File: src/rtl/rv32_fetch_pkg.sv
// Shared definitions for the RV32 fetch stage: opcodes, FSM encoding, immediate widths.
// Optional static predictor is enabled by defining RV32_BRANCH_PREDICTION_EN.
package rv32_fetch_pkg;

    localparam logic [6:0] OPC_JAL    = 7'b1101111;
    localparam logic [6:0] OPC_BRANCH = 7'b1100011;

    localparam int unsigned J_IMM_W = 21;
    localparam int unsigned B_IMM_W = 13;

    localparam logic [1:0] ST_FETCH    = 2'd0;
    localparam logic [1:0] ST_BUFFERED = 2'd1;
    localparam logic [1:0] ST_DISCARD  = 2'd2;

    typedef struct packed {
        logic [31:0] instr;
        logic [31:0] pc;
        logic [31:0] next_pc;
        logic        pred;
    } fetch_buf_t;

    function automatic logic [31:0] align_pc(input logic [31:0] addr);
        return {addr[31:2], 2'b00};
    endfunction

endpackage

File: src/rtl/rv32_branch_predictor.sv
// Static predictor: JAL always taken, backward conditional branches taken.
// Only compiled when RV32_BRANCH_PREDICTION_EN is defined.
`ifdef RV32_BRANCH_PREDICTION_EN
module rv32_branch_predictor
    import rv32_fetch_pkg::*;
(
    input  logic [31:0] pc_in,
    input  logic [31:0] instr_in,
    output logic        taken_out,
    output logic [31:0] target_out
);

    logic [J_IMM_W-1:0] j_imm;
    logic [B_IMM_W-1:0] b_imm;

    always_comb begin
        j_imm      = {instr_in[31], instr_in[19:12], instr_in[20], instr_in[30:21], 1'b0};
        b_imm      = {instr_in[31], instr_in[7], instr_in[30:25], instr_in[11:8], 1'b0};
        taken_out  = 1'b0;
        target_out = pc_in + 32'd4;
        if (instr_in[6:0] == OPC_JAL) begin
            taken_out  = 1'b1;
            target_out = pc_in + {{(32-J_IMM_W){j_imm[J_IMM_W-1]}}, j_imm};
        end else if (instr_in[6:0] == OPC_BRANCH && instr_in[31]) begin
            taken_out  = 1'b1;
            target_out = pc_in + {{(32-B_IMM_W){b_imm[B_IMM_W-1]}}, b_imm};
        end
    end

endmodule
`endif

File: src/rtl/rv32_fetch.sv
// RV32 instruction fetch stage: PC, single-outstanding bus request, one-entry buffer.
// Define RV32_BRANCH_PREDICTION_EN to enable the static branch predictor.
module rv32_fetch
    import rv32_fetch_pkg::*;
#(
    parameter logic [31:0] RESET_VECTOR = 32'h0000_0000
) (
    input  logic        clk,
    input  logic        reset,
    input  logic        stall_in,
    input  logic        flush_in,
    input  logic        branch_mispredicted_in,
    input  logic [31:0] branch_pc_in,
    output logic        instr_read_out,
    output logic [31:0] instr_address_out,
    input  logic [31:0] instr_read_value_in,
    input  logic        instr_ready_in,
    output logic        valid_out,
    output logic        branch_predicted_taken_out,
    output logic [31:0] pc_out,
    output logic [31:0] instr_out
);

    logic [1:0]  state_q, state_d;
    logic [31:0] pc_q, pc_d;
    logic [31:0] req_pc_q, req_pc_d;
    fetch_buf_t  buf_q, buf_d;
    logic        valid_q, valid_d;
    logic        pred_q, pred_d;
    logic [31:0] pc_out_q, pc_out_d;
    logic [31:0] instr_q, instr_d;

    logic        xfer;
    logic        pred_taken;
    logic [31:0] word_next_pc;

`ifdef RV32_BRANCH_PREDICTION_EN
    logic [31:0] pred_target;

    rv32_branch_predictor u_predictor (
        .pc_in      (req_pc_q),
        .instr_in   (instr_read_value_in),
        .taken_out  (pred_taken),
        .target_out (pred_target)
    );

    assign word_next_pc = align_pc(pred_taken ? pred_target : req_pc_q + 32'd4);
`else
    assign pred_taken   = 1'b0;
    assign word_next_pc = align_pc(req_pc_q + 32'd4);
`endif

    // req_pc is the address on the bus; it differs from pc only while a stale request drains.
    assign instr_read_out    = !reset && (state_q == ST_FETCH || state_q == ST_DISCARD);
    assign instr_address_out = req_pc_q;
    assign xfer              = instr_read_out && instr_ready_in;

    always_comb begin
        state_d  = state_q;
        pc_d     = pc_q;
        req_pc_d = req_pc_q;
        buf_d    = buf_q;
        valid_d  = valid_q;
        pred_d   = pred_q;
        pc_out_d = pc_out_q;
        instr_d  = instr_q;

        if (reset) begin
            state_d  = ST_FETCH;
            pc_d     = align_pc(RESET_VECTOR);
            req_pc_d = align_pc(RESET_VECTOR);
            buf_d    = '0;
            valid_d  = 1'b0;
            pred_d   = 1'b0;
            pc_out_d = '0;
            instr_d  = '0;
        end else if (branch_mispredicted_in) begin
            pc_d    = align_pc(branch_pc_in);
            buf_d   = '0;
            valid_d = 1'b0;
            if (instr_read_out && !instr_ready_in) begin
                state_d = ST_DISCARD;
            end else begin
                state_d  = ST_FETCH;
                req_pc_d = align_pc(branch_pc_in);
            end
        end else begin
            case (state_q)
                ST_FETCH: begin
                    if (xfer && stall_in) begin
                        buf_d   = '{instr: instr_read_value_in, pc: req_pc_q,
                                    next_pc: word_next_pc, pred: pred_taken};
                        state_d = ST_BUFFERED;
                    end else if (xfer) begin
                        pc_d     = word_next_pc;
                        req_pc_d = word_next_pc;
                        valid_d  = !flush_in;
                        pred_d   = !flush_in && pred_taken;
                        if (!flush_in) begin
                            pc_out_d = req_pc_q;
                            instr_d  = instr_read_value_in;
                        end
                    end else if (!stall_in) begin
                        valid_d = 1'b0;
                        if (flush_in) pred_d = 1'b0;
                    end
                end
                ST_BUFFERED: begin
                    if (!stall_in) begin
                        state_d  = ST_FETCH;
                        pc_d     = buf_q.next_pc;
                        req_pc_d = buf_q.next_pc;
                        valid_d  = !flush_in;
                        pred_d   = !flush_in && buf_q.pred;
                        if (!flush_in) begin
                            pc_out_d = buf_q.pc;
                            instr_d  = buf_q.instr;
                        end
                    end
                end
                ST_DISCARD: begin
                    if (xfer) begin
                        state_d  = ST_FETCH;
                        req_pc_d = pc_q;
                    end
                    if (!stall_in) begin
                        valid_d = 1'b0;
                        if (flush_in) pred_d = 1'b0;
                    end
                end
                default: begin
                    state_d  = ST_FETCH;
                    req_pc_d = pc_q;
                end
            endcase
        end
    end

    always_ff @(posedge clk) begin
        state_q  <= state_d;
        pc_q     <= pc_d;
        req_pc_q <= req_pc_d;
        buf_q    <= buf_d;
        valid_q  <= valid_d;
        pred_q   <= pred_d;
        pc_out_q <= pc_out_d;
        instr_q  <= instr_d;
    end

    assign valid_out                  = valid_q;
    assign branch_predicted_taken_out = pred_q;
    assign pc_out                     = pc_out_q;
    assign instr_out                  = instr_q;

endmodule
File: config.mk
export PLATFORM = sky130hd
export DESIGN_NAME = rv32_fetch
export DESIGN_NICKNAME = d
export VERILOG_FILES = /design/src/rtl/rv32_fetch_pkg.sv /design/src/rtl/rv32_branch_predictor.sv /design/src/rtl/rv32_fetch.sv
export SDC_FILE = /design/constraint.sdc
export NUM_CORES = 1
export LEC_CHECK = 0
export ABC_AREA = 1
export BUFFER_PORTS_ARGS = -buffer_cell sky130_fd_sc_hd__buf_2
export CAP_MARGIN = 20
export CELL_PAD_IN_SITES_DETAIL_PLACEMENT = 0
export CELL_PAD_IN_SITES_GLOBAL_PLACEMENT = 1
export CORE_ASPECT_RATIO = 1.75
export CORE_MARGIN = 3
export CORE_UTILIZATION = 43
export DETAILED_ROUTE_END_ITERATION = 10
export PLACE_DENSITY_LB_ADDON = 0.1
export SETUP_SLACK_MARGIN = 0.02
export SLEW_MARGIN = 20
export SYNTH_ARGS = -nofsm -noshare
export SYNTH_HDL_FRONTEND = slang
export SYNTH_HIERARCHICAL = 1
export SYNTH_SLANG_ARGS = --single-unit
File: constraint.sdc
create_clock -name clk -period 2.8 [get_ports clk]
set_input_delay 0.14 -clock clk [delete_from_list [all_inputs] [get_ports clk]]
set_output_delay 0.14 -clock clk [all_outputs]
set_load 0.01 [all_outputs]
# Word-level counts from Yosys, hierarchy flattened
# Cells that the tools add are included.
[classes] n_addsub=1 mul=0 div_mod_pow=0 magnitude_cmp=0 eq_ne=13 shift=0 mux=38 bitwise=1 reduce_logical=21
[ops] op="$mux W32" count=17
[ops] op="$pmux W32 S2" count=3
[ops] op="$pmux W32 S3" count=1
[ops] op="$add A32 B3 Y32 const B" count=1
[ops] op="$ne A2 B2 Y1 const B" count=6
[ops] op="$ne A3 B3 Y1 const B" count=4
[ops] op="$reduce_and A4 Y1" count=3
[ops] op="$mux W2" count=5
[ops] op="$mux W1" count=9
[ops] op="$reduce_and A7 Y1" count=1
[ops] op="$pmux W1 S3" count=2
[ops] op="$pmux W2 S3" count=1
[ops] op="$reduce_and A3 Y1" count=2
[ops] op="$reduce_bool A3 Y1" count=2
[ops] op="$reduce_and A5 Y1" count=1
[ops] op="$logic_and A1 B1 Y1" count=4
[ops] op="$logic_not A1 Y1" count=3
[ops] op="$ne A3 B2 Y1 const B" count=1
[ops] op="$eq A2 B1 Y1 const B" count=1
[ops] op="$eq A2 B2 Y1 const B" count=1
[ops] op="$logic_not A2 Y1" count=1
[ops] op="$reduce_and A2 Y1" count=1
[ops] op="$reduce_bool A2 Y1" count=1
[ops] op="$reduce_or A2 Y1" count=1
[ops] op="2 further kinds" count=2
[word_totals] regBits=226 latchBits=0 ramBits=0 rom_bits=0 in_bits=70 out_inout_bits=99 wordCells=85 memories=0

# Depth between registers and ports, before layout
# Gate-level depths: netlist of the first run.
[logic_depth] word_depth=8 mapped_depth=14

# Worst setup path before layout of the first run
# OpenSTA, ideal clock, no wires.
[synth_path] path_type="reg2reg" startpoint="register state_q[0]" endpoint="register req_pc_q[13] (netlist: instr_address_out[13])" setup_time_ns=0.117 arrival_time_ns=1.674 required_ns=2.683 slack_ns=1.009 path_stages_with_launch=13 synth_period_minus_slack_ns=1.791 cell_sequence="dfxtp_1 inv_1 ha_1 buf_4 nor2_2 nor2_2 nand3_1 nand2_1 inv_2 nand2_4 buf_2 nor3_1 nor2_1"
[synth_between] elab_chain_len=7 word_cells_on_any_way=16 cone_classes="eq/ne: 7; mux: 2; reduce/logical: 7"
[synth_rtl] item="start: declaration" line="rv32_fetch.sv:24" source="logic [1:0] state_q, state_d;"
[synth_rtl] item="start signal: assignment" line="rv32_fetch.sv:140" source="state_q <= state_d;"
[synth_rtl] item="$eq A2 B2 Y1 / $logic_not A2 Y1 (equally long branches)" line="rv32_fetch.sv:54" source="assign instr_read_out = !reset && (state_q == ST_FETCH || state_q == ST_DISCARD);"
[synth_rtl] item="$logic_or A1 B1 Y1 *" line="rv32_fetch.sv:54"
[synth_rtl] item="$logic_and A1 B1 Y1 *" line="rv32_fetch.sv:54"
[synth_rtl] item="net instr_read_out" line="rv32_fetch.sv:14" source="output logic instr_read_out,"
[synth_rtl] item="$logic_and A1 B1 Y1" line="rv32_fetch.sv:56" source="assign xfer = instr_read_out && instr_ready_in;"
[synth_rtl] item="$logic_and A1 B1 Y1" line="rv32_fetch.sv:90" source="if (xfer && stall_in) begin"
[synth_rtl] item="$ne A3 B3 Y1 (no line)"
[synth_rtl] item="$reduce_and A5 Y1 (no line) *"
[synth_rtl] item="end signal: assignment" line="rv32_fetch.sv:142" source="req_pc_q <= req_pc_d;"
[synth_rtl] item="end: declaration" line="rv32_fetch.sv:26" source="logic [31:0] req_pc_q, req_pc_d;"
# The timed path passes the listed nets; every way through them passes the cells marked *.
# A chain may end at the register's enable or synchronous reset.

# Worst setup path after layout of the first run
[layout_path] startpoint="register state_q[0]" endpoint="register pc_q[5]"
[layout_between] elab_chain_len=7 word_cells_on_any_way=14 cone_classes="eq/ne: 5; mux: 2; reduce/logical: 7"
[layout_rtl] item="$eq A2 B2 Y1 / $logic_not A2 Y1 (equally long branches)" line="rv32_fetch.sv:54, rv32_fetch.sv:88"
[layout_rtl] item="$logic_or A1 B1 Y1" line="rv32_fetch.sv:54"
[layout_rtl] item="$logic_and A1 B1 Y1" line="rv32_fetch.sv:54"
[layout_rtl] item="$logic_and A1 B1 Y1" line="rv32_fetch.sv:56"
[layout_rtl] item="$logic_and A1 B1 Y1" line="rv32_fetch.sv:90"
[layout_rtl] item="$ne A3 B3 Y1 (no line)"
[layout_rtl] item="$reduce_and A4 Y1 (no line)"
[layout_rtl] item="end signal: assignment" line="rv32_fetch.sv:141" source="pc_q <= pc_d;"
[layout_rtl] item="end: declaration" line="rv32_fetch.sv:25" source="logic [31:0] pc_q, pc_d;"
# Parallel ways exist; a longest one is shown, timed or not.

==> metrics.csv, run 1 <==
stage,metric,value,unit
floorplan,boundaryPins,169,
layout,n_fill_cell,2527,
power_and_ir_drop,p_leak,0.00560,µW
drt,ant_nets,0,
power_and_ir_drop,internal-power,5640,µW
drt,initialDrtViolationCount,651,
global_routing,track_usage,25.0,%
global_routing,grt.overflow.total,0,
worst_setup_path,end_kind,register,
worst_setup_path,start_kind,register,
layout,area_growth_syn_to_layout,19.3,%
timing,setup_tns,0,ns
timing,post-route-min-period,2.29,ns
timing,max_freq,436,MHz
global_routing,grt_pass1_wl,54.8,mm
power_and_ir_drop,pwr-share-clk,34.2,%
timing,hold_viol,0,
timing,relSlewSlack,53.7,%
synthesis,synthFlopType,dfxtp_1,
synthesis,ys_seq_elements,218,
place,placed_area,0.0116,mm²
layout,area.sequential,0.00436,mm²
drt,num_vias,10573,
cts,cts_tree,done,
layout,num_antenna_cells,0,
power_and_ir_drop,p_sw_share,33.7,%
place,post-dp-hpwl,23.6,mm
hold_path,holdCritPathClass,in2reg,
timing,fin_skew,0.00715,ns
drt,dr.pass1.iters,5,
place,portBuffers,162,
synthesis,syn_area,0.0106,mm²
global_routing,antenna_found_initial,0,
cts,numClockSinks,218,
cts,numCtsBuffers,22,
cts,clock_path_buffers,3,
layout,multi_input_area,0.00530,mm²
cts,cts_root_buffer,clkbuf_16,
cts,post-cts-setup-buffer-count,0,
synthesis,synth_edf_count,0,
power_and_ir_drop,seqPwrFrac,41.2,%
synthesis,synth.avg_cell_area,6.60,µm²
timing,drv_slew,0,
layout,drive_gt1_share,14.0,%
timing,rsz0062_at_grt,false,
drt,wl,34.4,mm
power_and_ir_drop,finalPower,8510,µW
cts,path_clk_slew,0.07,ns
synthesis,ys_types,40,
layout,num-nets-final,1829,
drt,viasPerCell,5.09,
worst_setup_path,worstPathMaxFanout,18,
worst_setup_path,cp.required,3.19,ns
drt,wl_per_cell,16.6,µm
timing,tightest_slew,0.691,ns
floorplan,die_h,214,µm
synthesis,synthCells,1610,
synthesis,synth_warnings,6,
floorplan,row_count,75,
worst_setup_path,worstPathArrival,2.69,ns
global_routing,grt_max_degree,126,
power_and_ir_drop,pwr-share-comb,24.6,%
place,place.gp.congestion,0.920,
job,drv_cap,0,
synthesis,async_flop_share,0,%
synthesis,ys_seq_area_share,41.0,%
floorplan,start_util,44.1,%
status,status,"complete, no violations",
drt,drc,0,
power_and_ir_drop,power-per-cell-area,671,mW/mm²
power_and_ir_drop,p_sw,2870,µW
global_routing,grt_pass1_vias,10092,
timing,period_share,82.0,%
power_and_ir_drop,peakVddDrop,0.000464,V
floorplan,coreArea,0.0241,mm²
layout,design_area,0.0127,mm²
floorplan,die_x,125,µm
floorplan,die_area,0.0267,mm²
timing,setup_viol,0,
cts,htree_levels,1,
worst_setup_path,crit_type,reg2reg,
cts,insertion_delay,0.50,ns
## layout make-up
type                    count  area share [%]
multi-input cells        1157            41.8
repair buffers            222            11.2
flip-flops and latches    218            34.4
clock inverters             7           0.296
clock buffers              33            5.31
well taps                 308            3.04
inverters                 133            3.96
## cell usage after synthesis, types with 4 or more instances
library cell / count / area [µm²]
nand2_1: 465 / 1750
dfxtp_1: 218 / 4360
a21oi_1: 181 / 906
nor2_1: 173 / 649
o21ai_0: 149 / 746
inv_1: 125 / 469
nand3_1: 84 / 420
buf_2: 53 / 265
clkbuf_1: 34 / 128
xor2_1: 18 / 158
o21bai_1: 15 / 113
nor3_1: 10 / 50.1
o31ai_1: 9 / 67.6
o21ai_1: 8 / 40.0
a211oi_1: 7 / 52.6
buf_4: 7 / 52.6
inv_2: 6 / 22.5
buf_1: 5 / 18.8
ha_1: 5 / 62.6
nor2_2: 4 / 25.0
## critical path, cell delays in order (launching register included)
cell      delay (ns)
dfxtp_1         0.43
inv_1           0.09
ha_1            0.25
nor2_2          0.18
nor3_4          0.07
nand2_2         0.14
o211ai_4        0.12
nand2_2         0.35
inv_1           0.27
o21ai_0         0.23
nor2_1          0.06
## power by group through the flow
| stage | Combinational, µW | Clock, µW | Sequential (µW) |
|---|---|---|---|
| 2_1_floorplan | 1280 | 0 | 3590 |
| 3_3_place_gp | 2040 | 0 | 3570 |
| 3_5_place_dp | 2060 | 0 | 3580 |
| 4_1_cts | 2110 | 2990 | 3510 |
| 5_1_grt | 2350 | 3100 | 3540 |
| 6_report | 2090 | 2910 | 3510 |
## per-stage QoR
| step | hold slack, ns | cells | util (%) | worst slack [ns] |
|---|---|---|---|---|
| after floorplan | 0.275 | 1613 | - | 1.01 |
| after global placement | 0.389 | 2005 | 48.3 | 0.392 |
| after detailed placement | 0.389 | 2005 | 48.3 | 0.329 |
| after CTS | 0.0169 | 2078 | 52.6 | 0.317 |
| after global routing | 0.0741 | 2078 | 52.6 | 0.267 |
| final | 0.0365 | 2078 | 52.6 | 0.505 |
## timing repair
action | CTS | global route
hold endpoints to repair | 35 | 0
resized for setup | 0 | 1
endpoints found under the setup margin | 0 | 11
hold buffers | 33 | 0
## flip-flops by register name (all words and copies together) (netlist names)
name	flops
pc_q	30
state_q	2
instr_out	32
valid_out	1
pc_out	30
branch_predicted_taken_out	1
instr_address_out	30
buf_q	92
## cell families after synthesis
| group | count (synthesis) | share of synthesized area (%) |
|---|---|---|
| adder cells (fa/ha/maj) | 5 | 0.588 |
| other | 1 | 0.0353 |
| AND/OR/NAND/NOR | 750 | 28.3 |
| XOR/XNOR | 18 | 1.48 |
| flip-flops | 218 | 41.0 |
| AO/OA/AOI/OAI | 380 | 19.0 |
| buffers and inverters | 238 | 9.52 |
## placed cells by master (no fill, tap or decap), drive strengths merged
master / n
conb: 4
o221ai: 3
or2: 1
clkinv: 8
nand3b: 1
a211oi: 7
dlygate4sd3: 33
and2: 1
a31oi: 1
buf: 189
nand3: 84
nand2: 469
clkbuf: 33
xor2: 18
o21bai: 15
o21ai: 158
nand4: 3
o31ai: 9
inv: 131
nor3: 12
dfxtp: 218
nor2: 179
clkinvlp: 1
ha: 5
a21boi: 2
a21oi: 181
o2111ai: 1
o211ai: 3
## path summary, 6_finish.rpt
check              startpoint  cells after the start        end  slack [ns]
min          branch_pc_in[20]                      5   pc_q[20]        0.04
max reg2reg        state_q[0]                     10    pc_q[5]        0.51
min reg2reg         buf_q[71]                      2  buf_q[71]        0.45
max                state_q[0]                     10    pc_q[5]        0.51
## routing by layer
metal,vias to the layer above,track usage [%],routed length [µm]
li1,5433,-,-
met1,4833,29.1,13600
met2,241,46.1,17700
met3,66,2.59,1410
met4,0,10.7,1650
met5,-,0,0
No activity file was read; power rests on OpenSTA's default activity.
==> run 2: changes to the inputs <==
--- a/config.mk
+++ b/config.mk
@@ -12,7 +12,7 @@
 export CELL_PAD_IN_SITES_GLOBAL_PLACEMENT = 1
 export CORE_ASPECT_RATIO = 1.75
 export CORE_MARGIN = 3
-export CORE_UTILIZATION = 43
+export CORE_UTILIZATION = 36
 export DETAILED_ROUTE_END_ITERATION = 10
 export PLACE_DENSITY_LB_ADDON = 0.1
 export SETUP_SLACK_MARGIN = 0.02
==> constraint.sdc (replaced) <==
create_clock -name clk -period 1.9 [get_ports clk]
set_input_delay 0.095 -clock clk [delete_from_list [all_inputs] [get_ports clk]]
set_output_delay 0.095 -clock clk [all_outputs]
set_load 0.01 [all_outputs]
==> metrics.csv, run 2 (synthesized netlist as in run 1, its figures left out) <==
stage,metric,value,unit,change
drt,ant_nets,0,,unchanged
cts,cts_tree,done,,
drt,num_vias,11517,,+8.9%
layout,drive_gt1_share,27.4,%,+13 points
cts,numCtsBuffers,23,,+4.5%
worst_setup_path,end_kind,register,,
cts,clock_path_buffers,3,,unchanged
cts,path_clk_slew,0.06,ns,about the same
global_routing,grt_pass1_vias,10769,,+6.7%
drt,drc,0,,unchanged
layout,layout.cells.most_common,nand2_1,,
cts,htree_levels,1,,unchanged
drt,dr.pass1.iters,5,,unchanged
layout,design_area,0.0152,mm²,+20%
floorplan,die_area,0.0317,mm²,+19%
place,place.gp.congestion,0.896,,-2.6%
global_routing,grt_max_degree,71,,-44%
status,violations,negative setup slack,,
cts,insertion_delay,0.54,ns,+0.04 ns
global_routing,track_usage,23.3,%,-1.7 points
layout,final_cell_mix,"nand2_1, dfxtp_1, buf_2, nor2_1, a21oi_1",,
floorplan,boundaryPins,169,,unchanged
layout,top_register,buf_q,,
hold_path,holdCritPathClass,in2reg,,
worst_setup_path,crit_type,reg2reg,,
timing,post-route-min-period,1.91,ns,-0.389 ns
drt,wl_per_cell,18.6,µm,+12%
worst_setup_path,worstPathCellList,buf_4 > ha_4 > nor2_1 > buf_6 > nor3_4 > buf_6 > clkbuf_16 > nand3_1 > a21oi_1,,
timing,setup_viol,4,,+4
drt,initialDrtViolationCount,564,,-13%
worst_setup_path,start_kind,register,,
job,drv_cap,0,,unchanged
layout,layoutNonFillerInstCount,2285,,+10%
floorplan,die_h,233,µm,+9.0%
timing,period_share,100,%,+18 points
worst_setup_path,crit_buf_inv,4,,+2
worst_setup_path,slowest_delay,0.40,ns,-0.03 ns
floorplan,coreArea,0.0288,mm²,+20%
worst_setup_path,worstPathArrival,2.37,ns,-0.32 ns
global_routing,antenna_found_initial,0,,unchanged
timing,rsz0062_at_grt,true,,
cts,numClockSinks,218,,unchanged
floorplan,row_count,82,,+9.3%
cts,cts_root_buffer,clkbuf_16,,
power_and_ir_drop,peakVddDrop,0.000636,V,+37%
worst_setup_path,cp_top_family,buffers and inverters,,
drt,viasPerCell,5.04,,-0.94%
timing,fin_skew,0.00812,ns,+0.000977 ns
layout,largest_reg_flops,92,,unchanged
layout,num-nets-final,1969,,+7.7%
drt,wl,42.4,mm,+23%
timing,setup_ws,-0.00514,ns,-0.511 ns
global_routing,grt_pass1_wl,58.3,mm,+6.4%
worst_setup_path,cp.required,2.37,ns,-0.82 ns
place,portBuffers,162,,unchanged
worst_setup_path,worstPathMaxFanout,15,,-3
place,post-dp-hpwl,26.4,mm,+12%
floorplan,start_util,36.9,%,-7.2 points
layout,area_growth_syn_to_layout,42.7,%,
timing,drv_slew,0,,unchanged
timing,max_freq,525,MHz,+20%
power_and_ir_drop,power-per-cell-area,939,mW/mm²,+40%
status,status,finished with violations,,
global_routing,grt.overflow.total,0,,unchanged
power_and_ir_drop,p_leak,0.00658,µW,+17%
floorplan,die_x,136,µm,+8.8%
place,placed_cells_incl_taps,2152,,+7.3%
layout,num_antenna_cells,0,,unchanged
worst_setup_path,critPathMostFrequentCell,buf_6,,
timing,hold_viol,0,,unchanged
worst_setup_path,crit_slowest_cell,nor3_4,,
place,placed_area,0.0125,mm²,+7.1%
[run 2: cell types whose count changed in the layout (fill, tap and decap cells not counted), sizes merged]
cell,before,now
buf,189,298
clkbuf,33,50
dlygate4sd3,33,44
clkinv,8,5
clkinvlp,1,3
bufinv,0,1
inv,131,130
nand2,469,470
[run 2: power breakdown]
group | switching [µW] | internal (µW)
sequential | 216 | 4920
combinational | 2780 | 1810
clock | 1960 | 2580
total | 4950 | 9300
[run 2: layout make-up]
class	count	area [µm²]
Tap cell	378	473
Clock inverter	6	58.8
Inverter	133	523
Multi-Input combinational cell	1158	5950
Fill cell	2924	13700
Sequential cell	218	4370
Clock buffer	32	669
Timing Repair Buffer	360	3140
[run 2: path summary, 6_finish.rpt]
| path | from | end | slack (ns) | cells after the start |
|---|---|---|---|---|
| worst max-delay path | state_q[0] | pc_out[4] | -0.005 | 9 |
| worst min-delay path | branch_pc_in[31] | pc_q[31] | 0.004 | 5 |
| worst max register to register | state_q[0] | pc_out[4] | -0.005 | 9 |
| worst min register to register | buf_q[83] | buf_q[83] | 0.45 | 2 |
[run 2: per-stage QoR]
stage	setup slack, ns	hold WS (ns)	TNS [ns]	util [%]	total power, µW
2_1_floorplan	0.109	0.230	0	-	7180
3_3_place_gp	0.00214	0.343	0	43.2	8700
3_5_place_dp	-0.0111	0.350	-0.0199	43.2	8720
4_1_cts	0.0269	0.000587	0	47.4	13400
5_1_grt	-0.0930	0.0333	-4.67	52.6	15000
6_report	-0.00514	0.00424	-0.0129	52.6	14300
[run 2: timing repair]
item,4_1_cts,5_1_grt
setup endpoints to repair,9,188
setup buffers,0,26
gates cloned,0,25
pin swaps,0,48
endpoints found under the hold margin,75,0
hold buffers,44,0
gates resized for setup,5,261
[run 2: worst reg2reg max path, stage by stage, from the launching register on]
cell       delay, ns
dfxtp_2         0.33
buf_4           0.13
ha_4            0.15
nor2_1          0.05
buf_6           0.14
nor3_4          0.41
buf_6           0.20
clkbuf_16       0.20
nand3_1         0.10
a21oi_1         0.13
[run 2: metal layers]
layer | vias to the layer above | track usage, % | wire length, µm | share of wire (%)
met5 | - | 0 | 0 | 0
met4 | 0 | 12.1 | 2170 | 5.1
met3 | 83 | 2.54 | 1530 | 3.6
met2 | 255 | 43.3 | 22700 | 53
met1 | 5444 | 25.7 | 16100 | 38
li1 | 5735 | - | - | -
